<file path="src/rtl/alu_clk_gate_ctrl_if.sv">
// Request/grant and clock-enable bundle between the ALU clock-gate controller and its requesters.
interface alu_clk_gate_ctrl_if #(
  parameter int unsigned NUM_REQ = 2
);
  logic [NUM_REQ-1:0] req;
  logic               op_done;
  logic               clk_en;
  logic [NUM_REQ-1:0] grant;
  logic               grant_valid;
  logic               gate_busy;

  modport master (
    output req,
    output op_done,
    input  clk_en,
    input  grant,
    input  grant_valid,
    input  gate_busy
  );

  modport slave (
    input  req,
    input  op_done,
    output clk_en,
    output grant,
    output grant_valid,
    output gate_busy
  );
endinterface

</file>
<file path="src/rtl/alu_clk_gate_ctrl.sv">
// ALU clock-gate controller: wakes the gated ALU clock on demand, grants requesters
// round-robin and gates the clock off after a run of idle cycles.
module alu_clk_gate_ctrl #(
  parameter int unsigned NUM_REQ     = 2,
  parameter int unsigned WAKE_CYCLES = 2,
  parameter int unsigned IDLE_CYCLES = 4,
  parameter int unsigned CNT_W       = 4
) (
  input  logic                 clk,
  input  logic                 rst,
  alu_clk_gate_ctrl_if.slave   bus_if
);

  localparam int unsigned IDX_W = (NUM_REQ > 1) ? $clog2(NUM_REQ) : 1;

  typedef enum logic [1:0] {
    ST_OFF  = 2'd0,
    ST_WAKE = 2'd1,
    ST_RUN  = 2'd2,
    ST_IDLE = 2'd3
  } state_t;

  state_t             state_q;
  logic               clk_en_q;
  logic [NUM_REQ-1:0] grant_q;
  logic               grant_valid_q;
  logic [IDX_W-1:0]   gidx_q;
  logic [IDX_W-1:0]   rr_ptr_q;
  logic [CNT_W-1:0]   wcnt_q;
  logic [CNT_W-1:0]   icnt_q;

  logic               arb_hit;
  logic [IDX_W-1:0]   arb_idx;
  logic [IDX_W-1:0]   arb_next;
  logic [IDX_W-1:0]   cand_idx;
  logic               run_exit;

  // Round-robin pick: scan downward so the candidate closest to rr_ptr_q wins.
  always_comb begin
    arb_hit  = 1'b0;
    arb_idx  = '0;
    cand_idx = '0;
    for (int k = int'(NUM_REQ) - 1; k >= 0; k--) begin
      cand_idx = IDX_W'((int'(rr_ptr_q) + k) % int'(NUM_REQ));
      if (bus_if.req[cand_idx]) begin
        arb_hit = 1'b1;
        arb_idx = cand_idx;
      end
    end
  end

  assign arb_next = (arb_idx == IDX_W'(NUM_REQ - 1)) ? '0 : arb_idx + IDX_W'(1);

  // A done pulse and a dropped request in the same cycle are one exit.
  assign run_exit = bus_if.op_done || !bus_if.req[gidx_q];

  always_ff @(posedge clk or posedge rst) begin
    if (rst) begin
      state_q       <= ST_OFF;
      clk_en_q      <= 1'b0;
      grant_q       <= '0;
      grant_valid_q <= 1'b0;
      gidx_q        <= '0;
      rr_ptr_q      <= '0;
      wcnt_q        <= '0;
      icnt_q        <= '0;
    end else begin
      case (state_q)
        ST_OFF: begin
          if (|bus_if.req) begin
            state_q  <= ST_WAKE;
            clk_en_q <= 1'b1;
            wcnt_q   <= CNT_W'(WAKE_CYCLES - 1);
          end
        end

        ST_WAKE: begin
          if (wcnt_q == '0) begin
            if (arb_hit) begin
              state_q       <= ST_RUN;
              grant_q       <= NUM_REQ'(1) << arb_idx;
              grant_valid_q <= 1'b1;
              gidx_q        <= arb_idx;
              rr_ptr_q      <= arb_next;
            end else begin
              // Demand vanished during wake-up: fall into the idle countdown.
              state_q <= ST_IDLE;
              icnt_q  <= CNT_W'(IDLE_CYCLES - 1);
            end
          end else begin
            wcnt_q <= wcnt_q - CNT_W'(1);
          end
        end

        ST_RUN: begin
          if (run_exit) begin
            state_q       <= ST_IDLE;
            grant_q       <= '0;
            grant_valid_q <= 1'b0;
            icnt_q        <= CNT_W'(IDLE_CYCLES - 1);
          end
        end

        ST_IDLE: begin
          if (arb_hit) begin
            state_q       <= ST_RUN;
            grant_q       <= NUM_REQ'(1) << arb_idx;
            grant_valid_q <= 1'b1;
            gidx_q        <= arb_idx;
            rr_ptr_q      <= arb_next;
          end else if (icnt_q == '0) begin
            state_q  <= ST_OFF;
            clk_en_q <= 1'b0;
          end else begin
            icnt_q <= icnt_q - CNT_W'(1);
          end
        end

        default: begin
          state_q       <= ST_OFF;
          clk_en_q      <= 1'b0;
          grant_q       <= '0;
          grant_valid_q <= 1'b0;
        end
      endcase
    end
  end

  assign bus_if.clk_en      = clk_en_q;
  assign bus_if.grant       = grant_q;
  assign bus_if.grant_valid = grant_valid_q;
  assign bus_if.gate_busy   = (state_q != ST_OFF);

endmodule

</file>
<file path="src/flat_wrapper.sv">
// flat-port wrapper written by rule: the top's interface ports become plain ports
module alu_clk_gate_ctrl_flat 
#(
  parameter int unsigned NUM_REQ     = 2,
  parameter int unsigned WAKE_CYCLES = 2,
  parameter int unsigned IDLE_CYCLES = 4,
  parameter int unsigned CNT_W       = 4
)
  (clk, rst, bus_if_req, bus_if_op_done, bus_if_clk_en, bus_if_grant, bus_if_grant_valid, bus_if_gate_busy);
  alu_clk_gate_ctrl_if #(.NUM_REQ(NUM_REQ)) bus_if_i ();
  input  logic clk;
  input  logic rst;
  input wire logic [$bits(bus_if_i.req)-1:0] bus_if_req;
  input wire logic [$bits(bus_if_i.op_done)-1:0] bus_if_op_done;
  output wire logic [$bits(bus_if_i.clk_en)-1:0] bus_if_clk_en;
  output wire logic [$bits(bus_if_i.grant)-1:0] bus_if_grant;
  output wire logic [$bits(bus_if_i.grant_valid)-1:0] bus_if_grant_valid;
  output wire logic [$bits(bus_if_i.gate_busy)-1:0] bus_if_gate_busy;
  assign bus_if_i.req = bus_if_req;
  assign bus_if_i.op_done = bus_if_op_done;
  assign bus_if_clk_en = bus_if_i.clk_en;
  assign bus_if_grant = bus_if_i.grant;
  assign bus_if_grant_valid = bus_if_i.grant_valid;
  assign bus_if_gate_busy = bus_if_i.gate_busy;
  alu_clk_gate_ctrl #(.NUM_REQ(NUM_REQ), .WAKE_CYCLES(WAKE_CYCLES), .IDLE_CYCLES(IDLE_CYCLES), .CNT_W(CNT_W)) u_core (.clk(clk), .rst(rst), .bus_if(bus_if_i));
endmodule
</file>
<file path="config.mk">
export PLATFORM = sky130hd
export DESIGN_NAME = alu_clk_gate_ctrl_flat
export DESIGN_NICKNAME = d
export VERILOG_FILES = /design/src/rtl/alu_clk_gate_ctrl_if.sv /design/src/rtl/alu_clk_gate_ctrl.sv /design/src/flat_wrapper.sv
export SDC_FILE = /design/constraint.sdc
export NUM_CORES = 1
export LEC_CHECK = 0
export CAP_MARGIN = 20
export CORE_MARGIN = 2
export CORE_UTILIZATION = 58
export DETAILED_ROUTE_END_ITERATION = 16
export GPL_TIMING_DRIVEN = 1
export PLACE_DENSITY = 0.89
export SLEW_MARGIN = 20
export SYNTH_ARGS = -nofsm -noshare
export SYNTH_HDL_FRONTEND = slang
export SYNTH_SLANG_ARGS = --single-unit
</file>
<file path="constraint.sdc">
create_clock -name clk -period 5.15 [get_ports clk]
set_input_delay 0.7725 -clock clk [delete_from_list [all_inputs] [get_ports clk]]
set_output_delay 0.7725 -clock clk [all_outputs]
set_load 0.01 [all_outputs]
</file>
### Word-level counts from Yosys, hierarchy flattened

Index checks and enable logic that the tools add are counted.

* word-level logic and storage cells: 90
* flip-flop bits (word level): 16
* bits of input ports: 5
* output and inout port bits: 5

* add/sub/neg operators: 4
* $lt $le $gt $ge: 3
* shifts and indexed selects: 1
* muxes and demuxes: 45
* equality and inequality tests: 12
* reduce and logical (&&, ||, !) cells: 17

Operators by type and width (count)
* two-way mux 4 bit: 7
* two-way mux 1 bit: 22
* two-way mux 2 bit: 8
* case mux 4 bit (3 select lines): 1
* logical NOT 4 bit: 2
* inequality test 2 x 1 -> 1 bit, second input constant: 4
* inequality test 2 bit, second input constant: 4
* case mux 2 bit (4 select lines): 1
* case mux 4 bit (2 select lines): 1
* AND reduction 4 bit: 2
* nonzero test 2 bit: 4
* subtractor 4 x 1 -> 4 bit, second input constant: 2
* less-than comparator 1 x 2 -> 1 bit, second input constant: 3
* case mux 1 bit (2 select lines): 3
* case mux 2 bit (3 select lines): 1
* AND reduction 3 bit: 2
* AND reduction 6 bit: 1
* == test 2 bit, second input constant: 2
* inequality test 3 x 1 -> 1 bit, second input constant: 1
* case mux 1 bit (3 select lines): 1
* nonzero test 3 bit: 1
* adder 1 bit, second input constant: 2
* == test 2 x 1 -> 1 bit, second input constant: 1
* logical NOT 2 bit: 1
* 5 further kinds: 5

### Logic depth before layout (Yosys ltp)

* depth after elaboration: 10
* depth in mapped cells: 6
* depth with buffers taken out: 6

### Least setup slack after synthesis

Ideal clock, no wire load.

* path type: input to register
* start: input port bus_if_req[1]
* end: register u_core.icnt_q[2]
* setup time: 124 ps
* path slack: 3194 ps
* required time: 5026 ps
* buffers on the path: 0
* arrival: 1832 ps
* cell stages on the path: 4
* cells stage by stage: nor2_1 > nand2_1 > a311o_1 > a211o_1

* cells in the longest elaborated chain, start to end: 6
* elaborated cells on any way between the ends: 14
* classes of those cells: eq/ne (3); mux (8); reduce/logical (3)

Ends and longest elaborated chain
* from (decl): RTL line flat_wrapper.sv:13 `input wire logic [$bits(bus_if_i.req)-1:0] bus_if_req;`
* two-way mux 1 bit (on tied branches) (2 in series): RTL line alu_clk_gate_ctrl.sv:45, alu_clk_gate_ctrl.sv:55
* two-way mux 1 bit or logical NOT 1 bit (tied branches): RTL line alu_clk_gate_ctrl.sv:45, alu_clk_gate_ctrl.sv:55
* two-way mux 1 bit or logical OR 1 bit (tied branches): RTL line alu_clk_gate_ctrl.sv:45, alu_clk_gate_ctrl.sv:55
* inequality test 2 bit (no source line) or inequality test 2 x 1 -> 1 bit (tied branches)
* AND reduction 6 bit (no source line) *
* to (signal assigned): RTL line alu_clk_gate_ctrl.sv:88 `icnt_q <= CNT_W'(IDLE_CYCLES - 1);`
* to (signal assigned): RTL line alu_clk_gate_ctrl.sv:100 `icnt_q <= CNT_W'(IDLE_CYCLES - 1);`
* to (signal assigned): RTL line alu_clk_gate_ctrl.sv:115 `icnt_q <= icnt_q - CNT_W'(1);`
* to (decl): RTL line alu_clk_gate_ctrl.sv:30 `logic [CNT_W-1:0] icnt_q;`

Every way passes the cells marked *; elsewhere a longest branch is shown, timed or not. The select of a mux whose other input is x is not followed.
A chain may end at the register's enable or synchronous reset.

### Worst setup path after layout

* start: register u_core.state_q[0]
* end: output port bus_if_gate_busy

* cells in the longest elaborated chain, start to end: 1

Ends and longest elaborated chain
* from (decl): RTL line alu_clk_gate_ctrl.sv:23 `state_t state_q;`
* from (signal assigned): RTL line alu_clk_gate_ctrl.sv:59 `state_q <= ST_OFF;`
* from (signal assigned): RTL line alu_clk_gate_ctrl.sv:71 `state_q <= ST_WAKE;`
* from (signal assigned): RTL line alu_clk_gate_ctrl.sv:80 `state_q <= ST_RUN;`
* nonzero test 2 bit: RTL line alu_clk_gate_ctrl.sv:132 `assign bus_if.gate_busy = (state_q != ST_OFF);`
* to (decl): RTL line flat_wrapper.sv:18 `output wire logic [$bits(bus_if_i.gate_busy)-1:0] bus_if_gate_busy;`

No other way between the ends.

==> out/results.ini <==
[layout]
final_core_utilization_pct = 68.66
antenna_cells = 0
nets = 118
multi_input_area_um2 = 447.9
fillerInstances = 121
register_area_um2 = 400.4
syn_to_final_growth_pct = 13.00
layout-drive-gt1-share_pct = 9.259

[sta]
fin_tns_setup_ns = 0
worst_slack_ns = 2.467
min_period_ns = 2.683
hold-worst-slack_ns = 0.5114
fmax_mhz = 372.7
slew_headroom_pct = 59.60
finalHoldViolCount = 0
setup_viol = 0
grt_setup_unrepaired = false
finClkSkew_ns = 0.002016
worstMarginPinSlew_ns = 0.6053
finalMaxSlewViolations = 0
min_period_over_period_pct = 52.11

[synthesis]
synth_top_area_share_pct = 44.26
ys_types = 35
syn_area_per_cell_um2 = 9.138
synth_warnings = 0
syn_inst = 99
syn_area_um2 = 904.6
synth_area_leader_cell = dfrtp_1
synth_ff_type = dfrtp_1
synth_seq_area_share_pct = 44.26
synth_edf_count = 0
synth_seq_cells = 16
synth_nets = 107
synth.area.top_cells = dfrtp_1 (44%), o21ai_0 (6.6%), nand2_1 (5.0%)
async_reset_ff_share_pct = 100.0

[clock_network]
cts_tree = done
htree_levels = 1
cts_hold_buf = 0
cts_root_buf = clkbuf_4
cts_made_buffers = 3
clock-sinks = 16
clk_latency_ns = 0.27
clockBufferDepth = 2
cts_resized = 0
cts_setup_buffers = 0
cts.clk_slew.worst_paths_ns = 0.09

[die]
ios = 10
die_w_um = 43.49
dieHeight_um = 43.49
start_util_pct = 60.76
core_um2 = 1489
rows = 14
die_area_um2 = 1891

[setup_path]
cp_max_fo = 14
r2r-start = u_core.wcnt_q[0]$_DFFE_PP0P_
crit_end = bus_if_gate_busy
r2r_end = u_core.icnt_q[2]$_DFFE_PP0P_
cp.arrival_ns = 1.91
end_kind = primary output
path_cells = clkinv_1 > nand2_1 > clkdlybuf4s50_1
start_kind = flip-flop
crit_slowest_cell = dfrtp_1
crit_start = u_core.state_q[0]$_DFFE_PP0P_
critPathMaxStageDelay_ns = 0.60
worstRegToRegCells = 6
cp.required_ns = 4.38
rrSetupSlack_ns = 3.14
critical_path_class = flip-flop to primary output

[drt]
dr.pass1.iters = 4
post-route-drc-count = 0
antenna_left = 0
first_iter_violations = 20
finalWirelength_um = 1711
vias_per_cell = 6.226
routedWlPerCell_um = 13.80
vias = 772

[grt]
grt_max_degree = 18
antenna_found_initial = 0
grt-ovfl-total = 0
gr-usage-all-layers_pct = 21.75
grt_pass1_wl_um = 3063
first_global_vias = 727

[placed_design]
dpl.hpwl_um = 1274
pre_cts_ws_ns = 2.564
portBuffers = 9
gp_routability_congestion = 0.7769

[power]
ir_worst_vdd_v = 0.0002799
power.density_nw_per_um2 = 505.5
leakagePower_nw = 0.4740
p_total_mw = 0.5167

[hold_path]
hp-class = flip-flop to flip-flop

[status]
status = complete, no violations

[job]
max-cap-violations = 0

layer usage:
metal,vias up,track usage (%),part of all wire (%)
met5,-,0,0
met2,14,37.61,50
li1,379,-,-
met1,377,27.57,45
met3,2,3.750,4.3
met4,0,7.273,0.58
synth_stat cells (2+ instances only):
library cell / n
dfrtp_1: 16
nand2_1: 12
o21ai_0: 12
inv_1: 10
a21oi_1: 8
a21o_1: 3
ha_1: 3
nor2_1: 3
clkbuf_1: 2
nor3_1: 2
nor4b_1: 2
o211ai_1: 2
o31ai_1: 2
worst max-delay path: cells and delay by family (launching register included):
kind / cells / cell delay, ns
buf+inv: 2 / 0.89
flops: 1 / 0.60
simple gates: 1 / 0.15
where the power goes:
part | switching, mW | internal (mW)
Clock | 0.0352 | 0.0270
Sequential | 0.0643 | 0.174
Combinational | 0.109 | 0.107
cell families (layout without fill, tap and decap cells):
family | count (synthesis) | in the layout | share of synthesized area [%]
muxes | 2 | 2 | 2.351
and+or+nand+nor | 30 | 30 | 19.50
DFF | 16 | 16 | 44.26
AOI/OAI and AO/OA | 34 | 34 | 23.51
adders and majority gates | 3 | 3 | 4.150
buffers and inverters | 14 | 23 | 6.225
cell type report:
class / count / area share (%)
multi-input combinational: 69 / 43.82
sequential: 16 / 39.17
timing repair buffer: 9 / 8.813
inverter: 11 / 4.039
clock buffer: 3 / 2.203
tap: 16 / 1.958
metrics by stage:
stage	cells	area (um2)
global placement	121	999.7
global route	124	1022
floorplan	99	904.6
detailed placement	121	999.7
CTS	124	1022
finish	124	1022
cell usage in the layout, fill, tap and decap left out, types with 2 or more instances in the layout:
| cell type | synthesis | routed |
|---|---|---|
| a21oi_1 | 8 | 8 |
| a21o_1 | 3 | 3 |
| clkbuf_4 | 0 | 3 |
| nor2_1 | 3 | 3 |
| o21ai_0 | 12 | 12 |
| clkdlybuf4s50_1 | 0 | 9 |
| nand2_1 | 12 | 12 |
| ha_1 | 3 | 3 |
| o31ai_1 | 2 | 2 |
| nor3_1 | 2 | 2 |
| inv_1 | 10 | 10 |
| nor4b_1 | 2 | 2 |
| o211ai_1 | 2 | 2 |
| dfrtp_1 | 16 | 16 |
how the worst min path moves through the flow:
stage,startpoint,end,cells after the start
3_3_place_gp,u_core.gidx_q$_DFFE_PP0P_,u_core.gidx_q$_DFFE_PP0P_,2
6_report,u_core.gidx_q$_DFFE_PP0P_,u_core.gidx_q$_DFFE_PP0P_,2
2_1_floorplan,u_core.gidx_q$_DFFE_PP0P_,u_core.gidx_q$_DFFE_PP0P_,2
5_1_grt,u_core.gidx_q$_DFFE_PP0P_,u_core.gidx_q$_DFFE_PP0P_,2
4_1_cts,u_core.gidx_q$_DFFE_PP0P_,u_core.gidx_q$_DFFE_PP0P_,2
3_5_place_dp,u_core.gidx_q$_DFFE_PP0P_,u_core.gidx_q$_DFFE_PP0P_,2
flip-flops by register name, summed over array words and instances, names as in the netlist:
register,flops
u_core.gidx_q,1
u_core.icnt_q,4
u_core.bus_if.grant_valid,1
u_core.wcnt_q,4
u_core.rr_ptr_q,1
u_core.bus_if.grant,2
u_core.bus_if.clk_en,1
u_core.state_q,2
Power figures use the tool's default switching activity.
